[src/rtl/pipeline_ctrl_if.sv]
// Hazard inputs from the pipeline stages and the enable/clear vector sent back to them.
// Latency: none, this file holds only wires.
// Backpressure: the controller stalls stages via en_*; the pipeline has no way to refuse it.
interface pipeline_ctrl_if;
  // hazard sources, driven by the pipeline
  logic [4:0]  id_rs;
  logic [4:0]  id_rt;
  logic        id_use_rs;
  logic        id_use_rt;
  logic        ex_load;
  logic [4:0]  ex_rt;
  logic        id_branch_taken;
  logic        ex_mdu_start;
  logic        mem_busy;
  logic        mem_exc;
  // register controls, driven by the controller
  logic        en_pc;
  logic        en_ifid;
  logic        en_idex;
  logic        en_exmem;
  logic        en_memwb;
  logic        clr_ifid;
  logic        clr_idex;
  logic        clr_exmem;
  logic        clr_memwb;
  logic        mdu_busy;
  logic        mdu_done;
  logic [31:0] stall_cycles;

  modport master (
    output id_rs, id_rt, id_use_rs, id_use_rt, ex_load, ex_rt,
           id_branch_taken, ex_mdu_start, mem_busy, mem_exc,
    input  en_pc, en_ifid, en_idex, en_exmem, en_memwb,
           clr_ifid, clr_idex, clr_exmem, clr_memwb,
           mdu_busy, mdu_done, stall_cycles
  );

  modport slave (
    input  id_rs, id_rt, id_use_rs, id_use_rt, ex_load, ex_rt,
           id_branch_taken, ex_mdu_start, mem_busy, mem_exc,
    output en_pc, en_ifid, en_idex, en_exmem, en_memwb,
           clr_ifid, clr_idex, clr_exmem, clr_memwb,
           mdu_busy, mdu_done, stall_cycles
  );
endinterface

[src/rtl/pipeline_ctrl.sv]
// Stall/flush controller for the 5-stage pipeline plus a saturating stall-cycle counter.
// Latency: enables/clears are combinational from inputs (zero cycles); stall_cycles is registered.
// Backpressure: mem_busy freezes PC..EX/MEM, an MDU op freezes PC..ID/EX for MDU_CYCLES cycles.
module pipeline_ctrl #(
  parameter int MDU_CYCLES = 32,
  parameter bit DELAY_SLOT = 1'b1
) (
  input logic            clk,
  input logic            rst_n,
  pipeline_ctrl_if.slave ctrl
);

  typedef enum logic {
    RUN = 1'b0,
    MDU = 1'b1
  } state_t;

  localparam logic [7:0] CNT_LOAD = 8'(MDU_CYCLES - 2);

  state_t      state_q, state_d;
  logic [7:0]  cnt_q, cnt_d;
  logic [31:0] stall_q;

  logic load_use;
  logic mdu_act;
  logic mdu_fin;

  logic en_pc, en_ifid, en_idex, en_exmem, en_memwb;
  logic clr_ifid, clr_idex, clr_exmem, clr_memwb;
  logic mdu_busy, mdu_done;

  // A load in EX writing a register the ID instruction reads; r0 never hazards.
  assign load_use = ctrl.ex_load && (ctrl.ex_rt != 5'd0) &&
                    ((ctrl.id_use_rs && (ctrl.ex_rt == ctrl.id_rs)) ||
                     (ctrl.id_use_rt && (ctrl.ex_rt == ctrl.id_rt)));

  // An op is active from the first cycle start is seen; it finishes once the countdown is spent.
  assign mdu_act = (state_q == MDU) || ctrl.ex_mdu_start;
  assign mdu_fin = (state_q == MDU) && (cnt_q == 8'd0);

  // State and MDU countdown registers.
  always_ff @(posedge clk) begin
    if (!rst_n) begin
      state_q <= RUN;
      cnt_q   <= 8'd0;
    end else begin
      state_q <= state_d;
      cnt_q   <= cnt_d;
    end
  end

  // Next state: the countdown keeps running under mem_busy, but completion waits for it to drop.
  always_comb begin
    state_d = state_q;
    cnt_d   = cnt_q;
    if (ctrl.mem_exc) begin
      state_d = RUN;
      cnt_d   = 8'd0;
    end else if (state_q == RUN) begin
      if (ctrl.ex_mdu_start) begin
        state_d = MDU;
        cnt_d   = CNT_LOAD;
      end
    end else begin
      if (cnt_q != 8'd0) begin
        cnt_d = cnt_q - 8'd1;
      end else if (!ctrl.mem_busy) begin
        state_d = RUN;
      end
    end
  end

  // Outputs: only the highest-priority active condition drives the register controls.
  always_comb begin
    en_pc     = 1'b1;
    en_ifid   = 1'b1;
    en_idex   = 1'b1;
    en_exmem  = 1'b1;
    en_memwb  = 1'b1;
    clr_ifid  = 1'b0;
    clr_idex  = 1'b0;
    clr_exmem = 1'b0;
    clr_memwb = 1'b0;
    mdu_busy  = 1'b0;
    mdu_done  = 1'b0;
    if (!rst_n) begin
      en_pc     = 1'b0;
      en_ifid   = 1'b0;
      en_idex   = 1'b0;
      en_exmem  = 1'b0;
      en_memwb  = 1'b0;
      clr_ifid  = 1'b1;
      clr_idex  = 1'b1;
      clr_exmem = 1'b1;
      clr_memwb = 1'b1;
    end else if (ctrl.mem_exc) begin
      clr_ifid  = 1'b1;
      clr_idex  = 1'b1;
      clr_exmem = 1'b1;
      clr_memwb = 1'b1;
    end else if (ctrl.mem_busy) begin
      en_pc     = 1'b0;
      en_ifid   = 1'b0;
      en_idex   = 1'b0;
      en_exmem  = 1'b0;
      clr_memwb = 1'b1;
    end else if (mdu_act) begin
      if (mdu_fin) begin
        mdu_done = 1'b1;
      end else begin
        en_pc     = 1'b0;
        en_ifid   = 1'b0;
        en_idex   = 1'b0;
        clr_exmem = 1'b1;
        mdu_busy  = 1'b1;
      end
    end else if (load_use) begin
      en_pc    = 1'b0;
      en_ifid  = 1'b0;
      clr_idex = 1'b1;
    end else if (ctrl.id_branch_taken && !DELAY_SLOT) begin
      clr_ifid = 1'b1;
    end
  end

  // Performance counter: cycles with the PC frozen, saturating at all-ones.
  always_ff @(posedge clk) begin
    if (!rst_n) begin
      stall_q <= 32'd0;
    end else if (!en_pc && (stall_q != 32'hFFFF_FFFF)) begin
      stall_q <= stall_q + 32'd1;
    end
  end

  assign ctrl.en_pc        = en_pc;
  assign ctrl.en_ifid      = en_ifid;
  assign ctrl.en_idex      = en_idex;
  assign ctrl.en_exmem     = en_exmem;
  assign ctrl.en_memwb     = en_memwb;
  assign ctrl.clr_ifid     = clr_ifid;
  assign ctrl.clr_idex     = clr_idex;
  assign ctrl.clr_exmem    = clr_exmem;
  assign ctrl.clr_memwb    = clr_memwb;
  assign ctrl.mdu_busy     = mdu_busy;
  assign ctrl.mdu_done     = mdu_done;
  assign ctrl.stall_cycles = stall_q;

endmodule
[src/flat_wrapper.sv]
// flat-port wrapper written by rule: the top's interface ports become plain ports
module pipeline_ctrl_flat 
#(
  parameter int MDU_CYCLES = 32,
  parameter bit DELAY_SLOT = 1'b1
)
  (clk, rst_n, ctrl_id_rs, ctrl_id_rt, ctrl_id_use_rs, ctrl_id_use_rt, ctrl_ex_load, ctrl_ex_rt, ctrl_id_branch_taken, ctrl_ex_mdu_start, ctrl_mem_busy, ctrl_mem_exc, ctrl_en_pc, ctrl_en_ifid, ctrl_en_idex, ctrl_en_exmem, ctrl_en_memwb, ctrl_clr_ifid, ctrl_clr_idex, ctrl_clr_exmem, ctrl_clr_memwb, ctrl_mdu_busy, ctrl_mdu_done, ctrl_stall_cycles);
  pipeline_ctrl_if ctrl_i ();
  input logic clk;
  input logic rst_n;
  input wire logic [$bits(ctrl_i.id_rs)-1:0] ctrl_id_rs;
  input wire logic [$bits(ctrl_i.id_rt)-1:0] ctrl_id_rt;
  input wire logic [$bits(ctrl_i.id_use_rs)-1:0] ctrl_id_use_rs;
  input wire logic [$bits(ctrl_i.id_use_rt)-1:0] ctrl_id_use_rt;
  input wire logic [$bits(ctrl_i.ex_load)-1:0] ctrl_ex_load;
  input wire logic [$bits(ctrl_i.ex_rt)-1:0] ctrl_ex_rt;
  input wire logic [$bits(ctrl_i.id_branch_taken)-1:0] ctrl_id_branch_taken;
  input wire logic [$bits(ctrl_i.ex_mdu_start)-1:0] ctrl_ex_mdu_start;
  input wire logic [$bits(ctrl_i.mem_busy)-1:0] ctrl_mem_busy;
  input wire logic [$bits(ctrl_i.mem_exc)-1:0] ctrl_mem_exc;
  output wire logic [$bits(ctrl_i.en_pc)-1:0] ctrl_en_pc;
  output wire logic [$bits(ctrl_i.en_ifid)-1:0] ctrl_en_ifid;
  output wire logic [$bits(ctrl_i.en_idex)-1:0] ctrl_en_idex;
  output wire logic [$bits(ctrl_i.en_exmem)-1:0] ctrl_en_exmem;
  output wire logic [$bits(ctrl_i.en_memwb)-1:0] ctrl_en_memwb;
  output wire logic [$bits(ctrl_i.clr_ifid)-1:0] ctrl_clr_ifid;
  output wire logic [$bits(ctrl_i.clr_idex)-1:0] ctrl_clr_idex;
  output wire logic [$bits(ctrl_i.clr_exmem)-1:0] ctrl_clr_exmem;
  output wire logic [$bits(ctrl_i.clr_memwb)-1:0] ctrl_clr_memwb;
  output wire logic [$bits(ctrl_i.mdu_busy)-1:0] ctrl_mdu_busy;
  output wire logic [$bits(ctrl_i.mdu_done)-1:0] ctrl_mdu_done;
  output wire logic [$bits(ctrl_i.stall_cycles)-1:0] ctrl_stall_cycles;
  assign ctrl_i.id_rs = ctrl_id_rs;
  assign ctrl_i.id_rt = ctrl_id_rt;
  assign ctrl_i.id_use_rs = ctrl_id_use_rs;
  assign ctrl_i.id_use_rt = ctrl_id_use_rt;
  assign ctrl_i.ex_load = ctrl_ex_load;
  assign ctrl_i.ex_rt = ctrl_ex_rt;
  assign ctrl_i.id_branch_taken = ctrl_id_branch_taken;
  assign ctrl_i.ex_mdu_start = ctrl_ex_mdu_start;
  assign ctrl_i.mem_busy = ctrl_mem_busy;
  assign ctrl_i.mem_exc = ctrl_mem_exc;
  assign ctrl_en_pc = ctrl_i.en_pc;
  assign ctrl_en_ifid = ctrl_i.en_ifid;
  assign ctrl_en_idex = ctrl_i.en_idex;
  assign ctrl_en_exmem = ctrl_i.en_exmem;
  assign ctrl_en_memwb = ctrl_i.en_memwb;
  assign ctrl_clr_ifid = ctrl_i.clr_ifid;
  assign ctrl_clr_idex = ctrl_i.clr_idex;
  assign ctrl_clr_exmem = ctrl_i.clr_exmem;
  assign ctrl_clr_memwb = ctrl_i.clr_memwb;
  assign ctrl_mdu_busy = ctrl_i.mdu_busy;
  assign ctrl_mdu_done = ctrl_i.mdu_done;
  assign ctrl_stall_cycles = ctrl_i.stall_cycles;
  pipeline_ctrl #(.MDU_CYCLES(MDU_CYCLES), .DELAY_SLOT(DELAY_SLOT)) u_core (.clk(clk), .rst_n(rst_n), .ctrl(ctrl_i));
endmodule
[config.mk]
export PLATFORM = sky130hd
export DESIGN_NAME = pipeline_ctrl_flat
export DESIGN_NICKNAME = d
export VERILOG_FILES = /design/src/rtl/pipeline_ctrl_if.sv /design/src/rtl/pipeline_ctrl.sv /design/src/flat_wrapper.sv
export SDC_FILE = /design/constraint.sdc
export NUM_CORES = 1
export LEC_CHECK = 0
export BUFFER_PORTS_ARGS = -buffer_cell sky130_fd_sc_hd__buf_2
export CORE_ASPECT_RATIO = 0.9
export CORE_MARGIN = 2
export CORE_UTILIZATION = 40
export CTS_CLUSTER_SIZE = 8
export DETAILED_ROUTE_END_ITERATION = 16
export GPL_TIMING_DRIVEN = 0
export MAX_ROUTING_LAYER = met4
export SYNTH_ARGS = -nofsm -noshare
export SYNTH_HDL_FRONTEND = slang
export SYNTH_SLANG_ARGS = --single-unit
export TNS_END_PERCENT = 30
[constraint.sdc]
create_clock -name clk -period 2.5 [get_ports clk]
set_clock_uncertainty 0.15 [all_clocks]
set_input_delay 0.25 -clock clk [delete_from_list [all_inputs] [get_ports clk]]
set_output_delay 0.25 -clock clk [all_outputs]
set_load 0.005 [all_outputs]
==> metrics.md <==
| Metric | Value |
|---|---|
| Clock buffer depth | 2 |
| Yosys reg bits | 41 |
| Crit-path max FO | 11 |
| CP endpoint kind | output port |
| Synth Instances | 283 |
| Vias/cell | 5.61 |
| Tmin final | 2.42 ns |
| # setup viols final | 0 |
| Crit-path slowest cell | dfxtp_1 |
| Worst path max stage delay | 0.36 ns |
| Share of layout cells above drive strength 1 | 28.2% |
| RD Place Congestion | 0.810 |
| Vias in the first global route | 2,189 |
| Die area | 0.00660 sq mm |
| Die W | 85.4 um |
| Dpl ws | 0.0799 ns |
| Number of synthesized flops with an enable pin | 0 |
| CTS H-tree lvls | 2 |
| Maximum VDD drop | 0.000277 V |
| # clock sinks | 41 |
| GR Overflow Total | 0 |
| Pin slew with the least headroom to its limit | 0.581 ns |
| Seq/Total Area, Yosys | 34.4% |
| CTS tree | done |
| Syn Nets | 310 |
| Yosys top cell by area | dfxtp_1 |
| Dpl cells | 418 |
| Number of cell rows | 26 |
| Yosys cell types | 45 |
| CTS buffer count | 5 |
| FF-to-FF Start | u_core.ctrl.stall_cycles[0] |
| Design Power | 1.40 mW |
| Largest cells by area after synthesis | dfxtp_1 (34%), a21oi_1 (6.5%), or3_1 (5.8%), o21ai_0 (5.0%), xnor2_1 (4.8%) |
| DR WL/cell | 14.0 um |
| Clk root buf | clkbuf_8 |
| Count leader, synth | dfxtp_1 |
| Mapped Area | 0.00239 sq mm |
| Status | completed |
| Crit path kind | flop to output port |
| Main flop type after synthesis | dfxtp_1 |
| Final Instance Area | 0.00293 sq mm |
| CP cell instances | nor4_4 -> a41o_2 -> o21ai_4 -> a31oi_4 -> buf_6 -> buf_6 -> buf_4 -> buf_2 |
| Crit path from | u_core.cnt_q[4] |
| Leak | 1.19 nW |
| Final design utilization | 51.1% |
| Most numerous cell on the critical path | buf_6 |
| RSZ-0062 raised after global routing | yes |
| Vias after detailed routing | 2,402 |
| Clock edge transition at the registers on the reported setup and hold paths | 0.08 ns |
| Worst EP arrival | 2.02 ns |
| Rel. slew slack | 60.9% |
| CTS Hold Bufs | 0 |
| PD cells | 479 mW/mm^2 |
| Fillers | 607 |
| Final Hold Fails | 0 |
| Worst Path Required | 2.10 ns |
| Dpl hpwl | 4.43 mm |
| Multi-input logic area | 0.00143 sq mm |
| Hold Crit Start | rst_n |
| Antenna violations before repair | 0 |
| Crit share post-route | 96.6% |
| Final hold slack | 0.0977 ns |
| Async S/R FF share, synth | 0% |
| Nets | 385 |
| Max-Cap Viols | 0 |
| Post-DRT Antenna Nets | 0 |
| FF-to-FF setup slack | 0.13 ns |
| IO buf count | 65 |
| First-pass GRT wire length | 10.2 mm |
| Residual DRC | 0 |
| Ys Warns | 0 |
| 1st-iter DRT viols | 74 |
| FF+latch area | 821 sq um |
| Initial Utilization | 41.7% |
| IO Count | 67 |
| Setup ws final | 0.0847 ns |
| First-pass iteration count of the detailed router | 4 |
| Tot GR Track Use | 19.1% |
| Yosys top cell area share | 34.4% |
| Skew-Pair Late Insertion Delay | 0.29 ns |
| Hold crit path type | input port to flop |
| Finished Layout Cells | 428 |
| Avg Cell Area, Syn | 8.43 sq um |
| Die height | 77.3 um |
| Detailed Route WL | 6.01 mm |
| CP Launch Type | flop |
| Total core area | 0.00573 sq mm |
| P&R area growth vs syn | 22.7% |
| Pin count of the biggest net entering global routing | 13 |
| Commonest cells in the netlist | dfxtp_1 (41), a21oi_1 (31), o21ai_0 (24) |
| Pins Over Slew Limit | 0 |
| Fmax | 414 MHz |
| Post-DP Area | 0.00280 sq mm |
| Setup TNS | 0 ns |
| N_diodes | 0 |
metal layers:
metal	share of wire, %	up-vias	global-route usage, %	wire (um)
li1	-	1199	-	-
met5	0	-	-	0
met1	50	1130	26.7	3000
met4	0.50	0	4.29	30
met3	4.9	6	2.58	296
met2	45	67	29.2	2690
registers in the layout, indices dropped and copies added, names as in the netlist:
register	count
u_core.cnt_q	8
u_core.ctrl.stall_cycles	32
u_core.state_q	1
critical path: cells and delay by family, from the launching register on:
kind,cells,cell delay (ns)
AND/OR/NAND/NOR,1,0.30
AO/OA/AOI/OAI,3,0.55
buffers and inverters,4,0.52
flip-flops,1,0.36
final cells by class:
type,count,share of cell area [%]
Buffer,15,3.89
Clock inverter,2,1.20
Clock buffer,5,2.35
Inverter,7,0.897
Timing Repair Buffer,68,11.9
Tap cell,70,2.99
Sequential cell,41,28.0
Multi-Input combinational cell,220,48.8
placed cells by master, fill, tap and decap left out, types with 7 or more instances in the layout:
cell type,netlist,routed
a21oi_1,31,31
buf_2,0,65
clkbuf_8,2,7
dfxtp_1,41,41
inv_1,7,7
nand2_1,22,22
nand3_1,15,15
nand4_1,14,14
nor2_1,14,14
o21ai_0,24,24
or3_1,22,22
xnor2_1,13,13
cell families after synthesis:
family / after synthesis / synth area share [%]
AO/OA/AOI/OAI: 69 / 17.3
XOR/XNOR: 16 / 5.87
flip-flops: 41 / 34.4
adder cells (fa/ha/maj): 3 / 1.57
AND/OR/NAND/NOR: 128 / 33.5
buffers and inverters: 22 / 5.77
multiplexers: 4 / 1.68
report_power, final:
group,internal (mW),switching (mW)
Combinational,0.0951,0.110
Sequential,0.665,0.0172
Clock,0.290,0.224
what timing repair did:
action | in CTS | in global routing
buffers inserted | 3 | 0
resized for setup | 0 | 4
pin swaps | 2 | 1
setup endpoints to repair | 2 | 4
path summary, 6_finish.rpt:
kind,cells past startpoint,to
setup / recovery,8,ctrl_en_pc
hold / removal,3,u_core.ctrl.stall_cycles[6]
setup reg to reg,8,u_core.ctrl.stall_cycles[30]
hold reg to reg,2,u_core.cnt_q[0]
No activity file was read; power rests on OpenSTA's default activity.
